## config.mk

```make
export PLATFORM = sky130hd
export DESIGN_NAME = mem_arbiter
export DESIGN_NICKNAME = d
export VERILOG_FILES = /design/src/rtl/mem_arbiter_pkg.sv /design/src/rtl/mem_arbiter_rr.sv /design/src/rtl/mem_arbiter.sv
export SDC_FILE = /design/constraint.sdc
export NUM_CORES = 1
export LEC_CHECK = 0
export CORE_UTILIZATION = 42
export CTS_CLUSTER_SIZE = 12
export DETAILED_ROUTE_END_ITERATION = 7
export PLACE_DENSITY = 0.81
export SYNTH_ARGS = -nofsm -noshare
export SYNTH_HDL_FRONTEND = slang
export SYNTH_SLANG_ARGS = --single-unit
```

## constraint.sdc

```tcl
create_clock -name clk -period 6.2 [get_ports clk]
set_input_delay 1.24 -clock clk [delete_from_list [all_inputs] [get_ports clk]]
set_output_delay 1.24 -clock clk [all_outputs]
set_load 0.01 [all_outputs]
```

## src/rtl/mem_arbiter_pkg.sv

```systemverilog
// Shared definitions for the two-master memory arbiter: FSM states, owner
// encoding and the default transaction timeout.
package mem_arbiter_pkg;

    localparam int unsigned TIMEOUT_DEF = 16;
    localparam int unsigned CNT_W       = 8;
    localparam int unsigned DW          = 32;

    typedef enum logic [1:0] {
        ST_IDLE    = 2'd0,
        ST_IF_BUSY = 2'd1,
        ST_D_BUSY  = 2'd2
    } state_e;

    typedef enum logic {
        OWN_IF = 1'b0,
        OWN_D  = 1'b1
    } owner_e;

endpackage

```

## src/rtl/mem_arbiter_rr.sv

```systemverilog
// Two-way round-robin tie-break: on a tie the requester not served last wins.
module rr_pick2 (
    input  logic       req_if,
    input  logic       req_d,
    input  logic       last_d,
    output logic [1:0] gnt_c
);

    always_comb begin
        gnt_c = {req_d, req_if};
        if (req_if && req_d) begin
            gnt_c = last_d ? 2'b01 : 2'b10;
        end
    end

endmodule

```

## src/rtl/mem_arbiter.sv

```systemverilog
// Arbitrates an instruction-fetch and a data master onto one memory port,
// one transaction at a time, with a per-transaction ready timeout.
module mem_arbiter
    import mem_arbiter_pkg::*;
#(
    parameter int unsigned TIMEOUT = TIMEOUT_DEF
) (
    input  logic        clk,
    input  logic        rst,
    input  logic        if_req,
    input  logic [31:0] if_addr,
    output logic        if_gnt,
    output logic        if_done,
    output logic [31:0] if_rdata,
    input  logic        d_req,
    input  logic        d_we,
    input  logic [31:0] d_addr,
    input  logic [31:0] d_wdata,
    output logic        d_gnt,
    output logic        d_done,
    output logic [31:0] d_rdata,
    output logic        err,
    output logic        mem_en,
    output logic        mem_we,
    output logic [31:0] mem_addr,
    output logic [31:0] mem_wdata,
    input  logic [31:0] mem_rdata,
    input  logic        mem_ready
);

    state_e           state_q, state_d;
    owner_e           last_q, last_d;
    logic [CNT_W-1:0] cnt_q, cnt_d;
    logic             if_gnt_q, if_gnt_d, d_gnt_q, d_gnt_d;
    logic             if_done_q, if_done_d, d_done_q, d_done_d;
    logic             err_q, err_d;
    logic [DW-1:0]    if_rdata_q, if_rdata_d, d_rdata_q, d_rdata_d;
    logic             mem_en_q, mem_en_d, mem_we_q, mem_we_d;
    logic [DW-1:0]    mem_addr_q, mem_addr_d, mem_wdata_q, mem_wdata_d;
    logic [1:0]       pick_c;
    logic             busy_timeout_c;

    rr_pick2 u_pick (
        .req_if (if_req),
        .req_d  (d_req),
        .last_d (last_q == OWN_D),
        .gnt_c  (pick_c)
    );

    // Ready in the same cycle as the final count still completes normally.
    assign busy_timeout_c = !mem_ready && (cnt_q == CNT_W'(TIMEOUT - 1));

    always_comb begin
        state_d     = state_q;
        last_d      = last_q;
        cnt_d       = cnt_q;
        if_gnt_d    = 1'b0;
        d_gnt_d     = 1'b0;
        if_done_d   = 1'b0;
        d_done_d    = 1'b0;
        err_d       = 1'b0;
        if_rdata_d  = if_rdata_q;
        d_rdata_d   = d_rdata_q;
        mem_en_d    = mem_en_q;
        mem_we_d    = mem_we_q;
        mem_addr_d  = mem_addr_q;
        mem_wdata_d = mem_wdata_q;
        case (state_q)
            ST_IDLE: begin
                if (pick_c[0]) begin
                    state_d     = ST_IF_BUSY;
                    last_d      = OWN_IF;
                    cnt_d       = '0;
                    if_gnt_d    = 1'b1;
                    mem_en_d    = 1'b1;
                    mem_we_d    = 1'b0;
                    mem_addr_d  = if_addr;
                    mem_wdata_d = '0;
                end else if (pick_c[1]) begin
                    state_d     = ST_D_BUSY;
                    last_d      = OWN_D;
                    cnt_d       = '0;
                    d_gnt_d     = 1'b1;
                    mem_en_d    = 1'b1;
                    mem_we_d    = d_we;
                    mem_addr_d  = d_addr;
                    mem_wdata_d = d_wdata;
                end
            end
            ST_IF_BUSY, ST_D_BUSY: begin
                if (mem_ready || busy_timeout_c) begin
                    state_d     = ST_IDLE;
                    cnt_d       = '0;
                    err_d       = busy_timeout_c;
                    mem_en_d    = 1'b0;
                    mem_we_d    = 1'b0;
                    mem_addr_d  = '0;
                    mem_wdata_d = '0;
                    if (state_q == ST_IF_BUSY) begin
                        if_done_d = 1'b1;
                        if (mem_ready) if_rdata_d = mem_rdata;
                    end else begin
                        d_done_d = 1'b1;
                        if (mem_ready && !mem_we_q) d_rdata_d = mem_rdata;
                    end
                end else begin
                    cnt_d = cnt_q + CNT_W'(1);
                end
            end
            default: state_d = ST_IDLE;
        endcase
    end

    always_ff @(posedge clk or posedge rst) begin
        if (rst) begin
            state_q     <= ST_IDLE;
            last_q      <= OWN_IF;
            cnt_q       <= '0;
            if_gnt_q    <= 1'b0;
            d_gnt_q     <= 1'b0;
            if_done_q   <= 1'b0;
            d_done_q    <= 1'b0;
            err_q       <= 1'b0;
            if_rdata_q  <= '0;
            d_rdata_q   <= '0;
            mem_en_q    <= 1'b0;
            mem_we_q    <= 1'b0;
            mem_addr_q  <= '0;
            mem_wdata_q <= '0;
        end else begin
            state_q     <= state_d;
            last_q      <= last_d;
            cnt_q       <= cnt_d;
            if_gnt_q    <= if_gnt_d;
            d_gnt_q     <= d_gnt_d;
            if_done_q   <= if_done_d;
            d_done_q    <= d_done_d;
            err_q       <= err_d;
            if_rdata_q  <= if_rdata_d;
            d_rdata_q   <= d_rdata_d;
            mem_en_q    <= mem_en_d;
            mem_we_q    <= mem_we_d;
            mem_addr_q  <= mem_addr_d;
            mem_wdata_q <= mem_wdata_d;
        end
    end

    assign if_gnt    = if_gnt_q;
    assign d_gnt     = d_gnt_q;
    assign if_done   = if_done_q;
    assign d_done    = d_done_q;
    assign err       = err_q;
    assign if_rdata  = if_rdata_q;
    assign d_rdata   = d_rdata_q;
    assign mem_en    = mem_en_q;
    assign mem_we    = mem_we_q;
    assign mem_addr  = mem_addr_q;
    assign mem_wdata = mem_wdata_q;

endmodule
```

Word level (Yosys, flattened, before mapping):

Cells that the tools add are included.

* register bits: 146
* bits in latches: 0
* memory bits (writable): 0
* memory bits (read-only): 0
* output and inout bits: 135
* logic and storage cells: 75
* memories kept: 0

* add/sub/neg operators: 1
* multiply operators: 0
* divide/modulo/power cells: 0
* order comparisons: 0
* equality and inequality tests: 5
* shift operators: 0
* muxes and demuxes: 38
* bitwise gates (word level): 1
* reductions and logical operators: 16

Operator list (number)
* $mux 32: 5
* $pmux 32 s2: 2
* $mux 8: 3
* $mux 1: 19
* $pmux 8 s2: 1
* $mux 2: 5
* $add 8x1->8 const B: 1
* $eq 8x4->1 const B: 1
* $reduce_and 4->1: 2
* $reduce_and 2->1: 3
* $pmux 1 s2: 2
* $pmux 2 s2: 1
* $reduce_bool 2->1: 2
* $logic_and 1x1->1: 3
* $ne 3x3->1 const B: 1
* $reduce_and 3->1: 1
* $eq 2x1->1 const B: 1
* $eq 2x2->1 const B: 1
* $logic_not 1->1: 2
* $logic_not 2->1: 1
* $ne 2x2->1 const B: 1
* $reduce_or 2->1: 1
* $logic_or 1x1->1: 1
* $not 1->1: 1

Depth between registers and ports, before layout:

* depth after elaboration: 5
* mapped depth: 10
* gate-level depth less buffers: 6

By module:

From an unflattened synthesis, not the netlist that was laid out.

* cells, all modules: 411
* area, all modules: 5895.7 um^2

By module, submodules not included
* mem_arbiter: times used 1, cells an instance 408, area each 5876.9 um^2, seq. area each 3653.5 um^2
* rr_pick2: times used 1, cells an instance 3, area each 18.8 um^2, seq. area each 0.0 um^2

Worst setup path before layout:

Ideal clock, no wire load.

* path type: input -> register
* start point: input mem_ready
* end point: register d_rdata_q[21] (netlist: d_rdata[21])
* library setup time: 0.125 ns
* data arrival time: 2.227 ns
* slack: 3.848 ns
* stages: 4
* path buffers: 2
* cells stage by stage: nor4bb_1 -> clkbuf_1 -> buf_2 -> mux2_2

* word-level cells in the longest chain between the ends: 4
* elaborated cells on any way between the ends: 5
* those cells by class: 5 x reduce/logical

RTL lines
* start, declared: line mem_arbiter.sv:28 `input logic mem_ready`
* $logic_not 1->1: line mem_arbiter.sv:51 `assign busy_timeout_c = !mem_ready && (cnt_q == CNT_W'(TIMEOUT - 1));`
* $logic_and 1x1->1: line mem_arbiter.sv:51
* $logic_or 1x1->1: line mem_arbiter.sv:91 `if (mem_ready || busy_timeout_c) begin`
* $reduce_and 4->1 (no line) *
* end signal, assigned: line mem_arbiter.sv:140 `d_rdata_q <= d_rdata_d;`
* end, declared: line mem_arbiter.sv:37 `logic [DW-1:0] if_rdata_q, if_rdata_d, d_rdata_q, d_rdata_d;`

Mark *: on every way between the ends. The rest lies on a longest branch, timed or not.
A chain may end at the register's enable or synchronous reset.

Final worst setup path:

* start point: input d_req
* end point: register mem_wdata_q[31] (netlist: mem_wdata[31])

* word-level cells in the longest chain between the ends: 4
* elaborated cells on any way between the ends: 6
* those cells by class: 1 x eq/ne; 3 x mux; 2 x reduce/logical

RTL lines
* start, declared: line mem_arbiter.sv:15 `input logic d_req,`
* $logic_and 1x1->1: line mem_arbiter_rr.sv:11 `if (req_if && req_d) begin`
* $mux 2 *: line mem_arbiter_rr.sv:11
* $ne 3x3->1 (no line) / $mux 32 (equally long branches)
* $reduce_and 3->1 (no line) / $pmux 32 s2 (equally long branches)
* end signal, assigned: line mem_arbiter.sv:144 `mem_wdata_q <= mem_wdata_d;`
* end, declared: line mem_arbiter.sv:39 `logic [DW-1:0] mem_addr_q, mem_addr_d, mem_wdata_q, mem_wdata_d;`

Marks and branches as above.

==> impl_metrics.ini <==
[placed_design]
dp_hpwl_um = 11270
preCtsSetupSlack_ns = 2.638
gpl.final_weighted_congestion = 0.8429
io_buffer_count = 268
post_dp_cell_area_um2 = 8733

[cells_and_area]
final_core_utilization = 0.6690
drive_above_1_share = 0.1572
final_design_area_no_fill_um2 = 9250
nNetsFinal = 814
area_overhead_vs_synth_pct = 55.77
area_occupied_by_multi_input_gates_um2 = 2100
n_antenna_cell = 0
nFillCells = 946
register_area_um2 = 3654

[floorplan]
die_width_um = 120.9
die_area_um2 = 14620
placeableCoreArea_um2 = 13830
std_cell_rows = 43
io-pin-count = 269
die_h_um = 120.9
initial_core_util = 0.4295

[yosys]
synth_fa_ha_area_frac = 0.01054
syn-cell-area_um2 = 5938
synth_simple_gate_area_frac = 0.03203
synth.top_cells.by_area = dfrtp_1 (62%), mux2_2 (12%), mux2i_1 (5.4%)
syn_area_per_cell_um2 = 14.52
netlist_top_cells_count = dfrtp_1 (146), mux2_2 (62), a22o_1 (33)
largest_family_of_logic_cells_by_synthesized_area = multiplexers
syn_inst = 409
netlist.top_cell.by_area = dfrtp_1
synth_edf_count = 0
synth_seq_cells = 146
synth_fp_nets = 548
synth_compound_area_frac = 0.1304
yosysWarnings = 0
synthMostInstantiatedCell = dfrtp_1
yosys.area.top_type_share = 0.6153
main_synth_ff_type = dfrtp_1
synthMuxAreaShare = 0.1753
synth-xor-area-share = 0
synthDistinctLibCells = 41
seq_area_frac_synth = 0.6153
synth_async_sr_flop_share = 1.000

[worst_hold_path]
timing.hold.worst.class = reg2reg
hold_start = mem_en
min_delay_path_depth = 1

[setup_path]
worst_setup_path_startpoint = d_req
rr_startpoint = state_q[1]
r2r_setup_slack_ns = 3.77
reg2reg_depth = 6
critical_path_cell_with_the_highest_stage_delay = nor2b_4
worstSetupEndpoint = mem_wdata[31]
critical_path.max_stage_delay_ns = 0.75
critPathMaxFanout = 35
required_ns = 6.54
cp_startpoint_kind = input port
crit-reg2reg-capture = mem_wdata[31]
worst-endpoint-arrival_ns = 3.50
endpoint_kind = register
critical_setup_path_class = in2reg
critical_path.cell_chain = clkdlybuf4s50_1, inv_1, o21ai_4, buf_4, nor2b_4, a22o_1

[grt]
grt_start_max_net_pins = 82
wire_length_of_the_first_global_routing_pass_um = 24390
track_usage = 0.2189
grt-ovfl-total = 0
antenna_violations_before_repair = 0
first_global_vias = 4780

[clock_network]
post-cts-setup-buffer-count = 0
clkSlewWorstSetupHoldPaths_ns = 0.06
cts_hold_buf = 0
clkLatencyLatePin_ns = 0.41
clockBufferDepth = 2
cts_sinks = 146
htree_levels = 4
cts_inserted_buffers = 17
clock_tree_from_tritoncts = built
number_of_resized_instances_in_the_post_cts_repair_step = 0
ctsRootBufferMaster = clkbuf_16

[drt]
post-route-drc-count = 0
post_drt_wl_per_cell_um = 18.35
wl_um = 15910
firstDrtPassIters = 5
via_per_inst = 5.198
drt_first_iter_violations = 210
via_count = 4507
detail-route-antenna-nets = 0

[power]
worst_ir_drop_vdd_v = 0.0003036
static-leakage-power_nw = 3.985
post-layout-total-power_mw = 4.417
power-per-cell-area_nw_per_um2 = 477.5

[sta]
relSlewSlack = 0.3834
period_share = 0.5104
tightest_slew_ns = 0.9249
min_period_ns = 3.164
setup_repair_after_global_routing_missed_its_margin = no
worst_slack_ns = 3.036
clock-skew-final_ns = 0.009045
timing.setup.tns_ns = 0
drv_slew = 0
finalSetupViolCount = 0
fmaxAchievable_ghz = 0.3160
final_hold_viol_count = 0

[job]
number_of_maximum_capacitance_violations = 0

[run_status]
outcome = completed
==> where the power goes <==
part / total [mW] / internal, mW / switching, mW
logic: 1.97 / 1.11 / 0.859
registers: 1.55 / 1.34 / 0.213
clock network: 0.899 / 0.508 / 0.390
==> sequential cells by signal (all words and copies together) (netlist names), 2 cells and up <==
name / flops
mem_addr: 32
if_rdata: 32
state_q: 2
mem_wdata: 32
d_rdata: 32
cnt_q: 8
==> worst min path at each step <==
stage,endpoint
global route,mem_addr[12]
detailed placement,mem_en
floorplan,cnt_q[7]
global placement,mem_addr[25]
CTS,mem_en
finish,mem_en
==> stage by stage <==
step                      cells  hold slack (ns)
after global placement      836           0.4720
after detailed placement    836           0.4755
after global routing        867           0.5043
after floorplan             409           0.4714
after CTS                   867           0.4893
final                       867           0.4846
==> cells in the final DEF (no fill, tap or decap), types with 2 or more instances in the layout <==
cell	instances
o2bb2ai_1	32
mux2_2	62
mux2_1	2
a21o_1	2
o21ai_0	6
clkinvlp_4	5
dfrtp_1	146
mux2i_1	32
and3_1	2
a22o_1	33
buf_4	6
clkdlybuf4s50_1	268
a21oi_1	6
inv_1	4
inv_6	4
clkinv_2	4
nor2b_1	3
ha_1	5
nor2_1	7
nand2_1	9
clkbuf_16	17
a31oi_1	8
nand3_1	4
clkbuf_1	2
==> critical path, delay by kind of cell <==
kind	cells	cell delay (ns)
AOI/OAI and AO/OA	2	0.38
and+or+nand+nor	1	0.75
buffers and inverters	3	1.10
==> per-layer routing <==
layer  global-route usage  up-vias  wire, um  part of all wire
li1                     -     2044         -                 -
met1               0.2397     2210      6011              0.38
met2               0.3661      221      7622              0.48
met3              0.09211       32      1809              0.11
met4               0.1034        0       462             0.029
met5                    0        -         0                 0
==> layout make-up <==
type | count | share of cell area
sequential | 146 | 0.3950
timing repair buffer | 274 | 0.2949
multi-input combinational | 230 | 0.2270
clock buffer | 19 | 0.04680
tap | 180 | 0.02435
clock inverter | 12 | 0.009063
inverter | 6 | 0.002976
==> cells by family (layout without fill, tap and decap cells) <==
group,count (synthesis),count (layout)
compound gates,95,95
simple gates,34,34
fa+ha+maj,5,5
flops,146,146
mux,96,96
buf+inv,33,311
No activity file was read; power rests on OpenSTA's default activity.
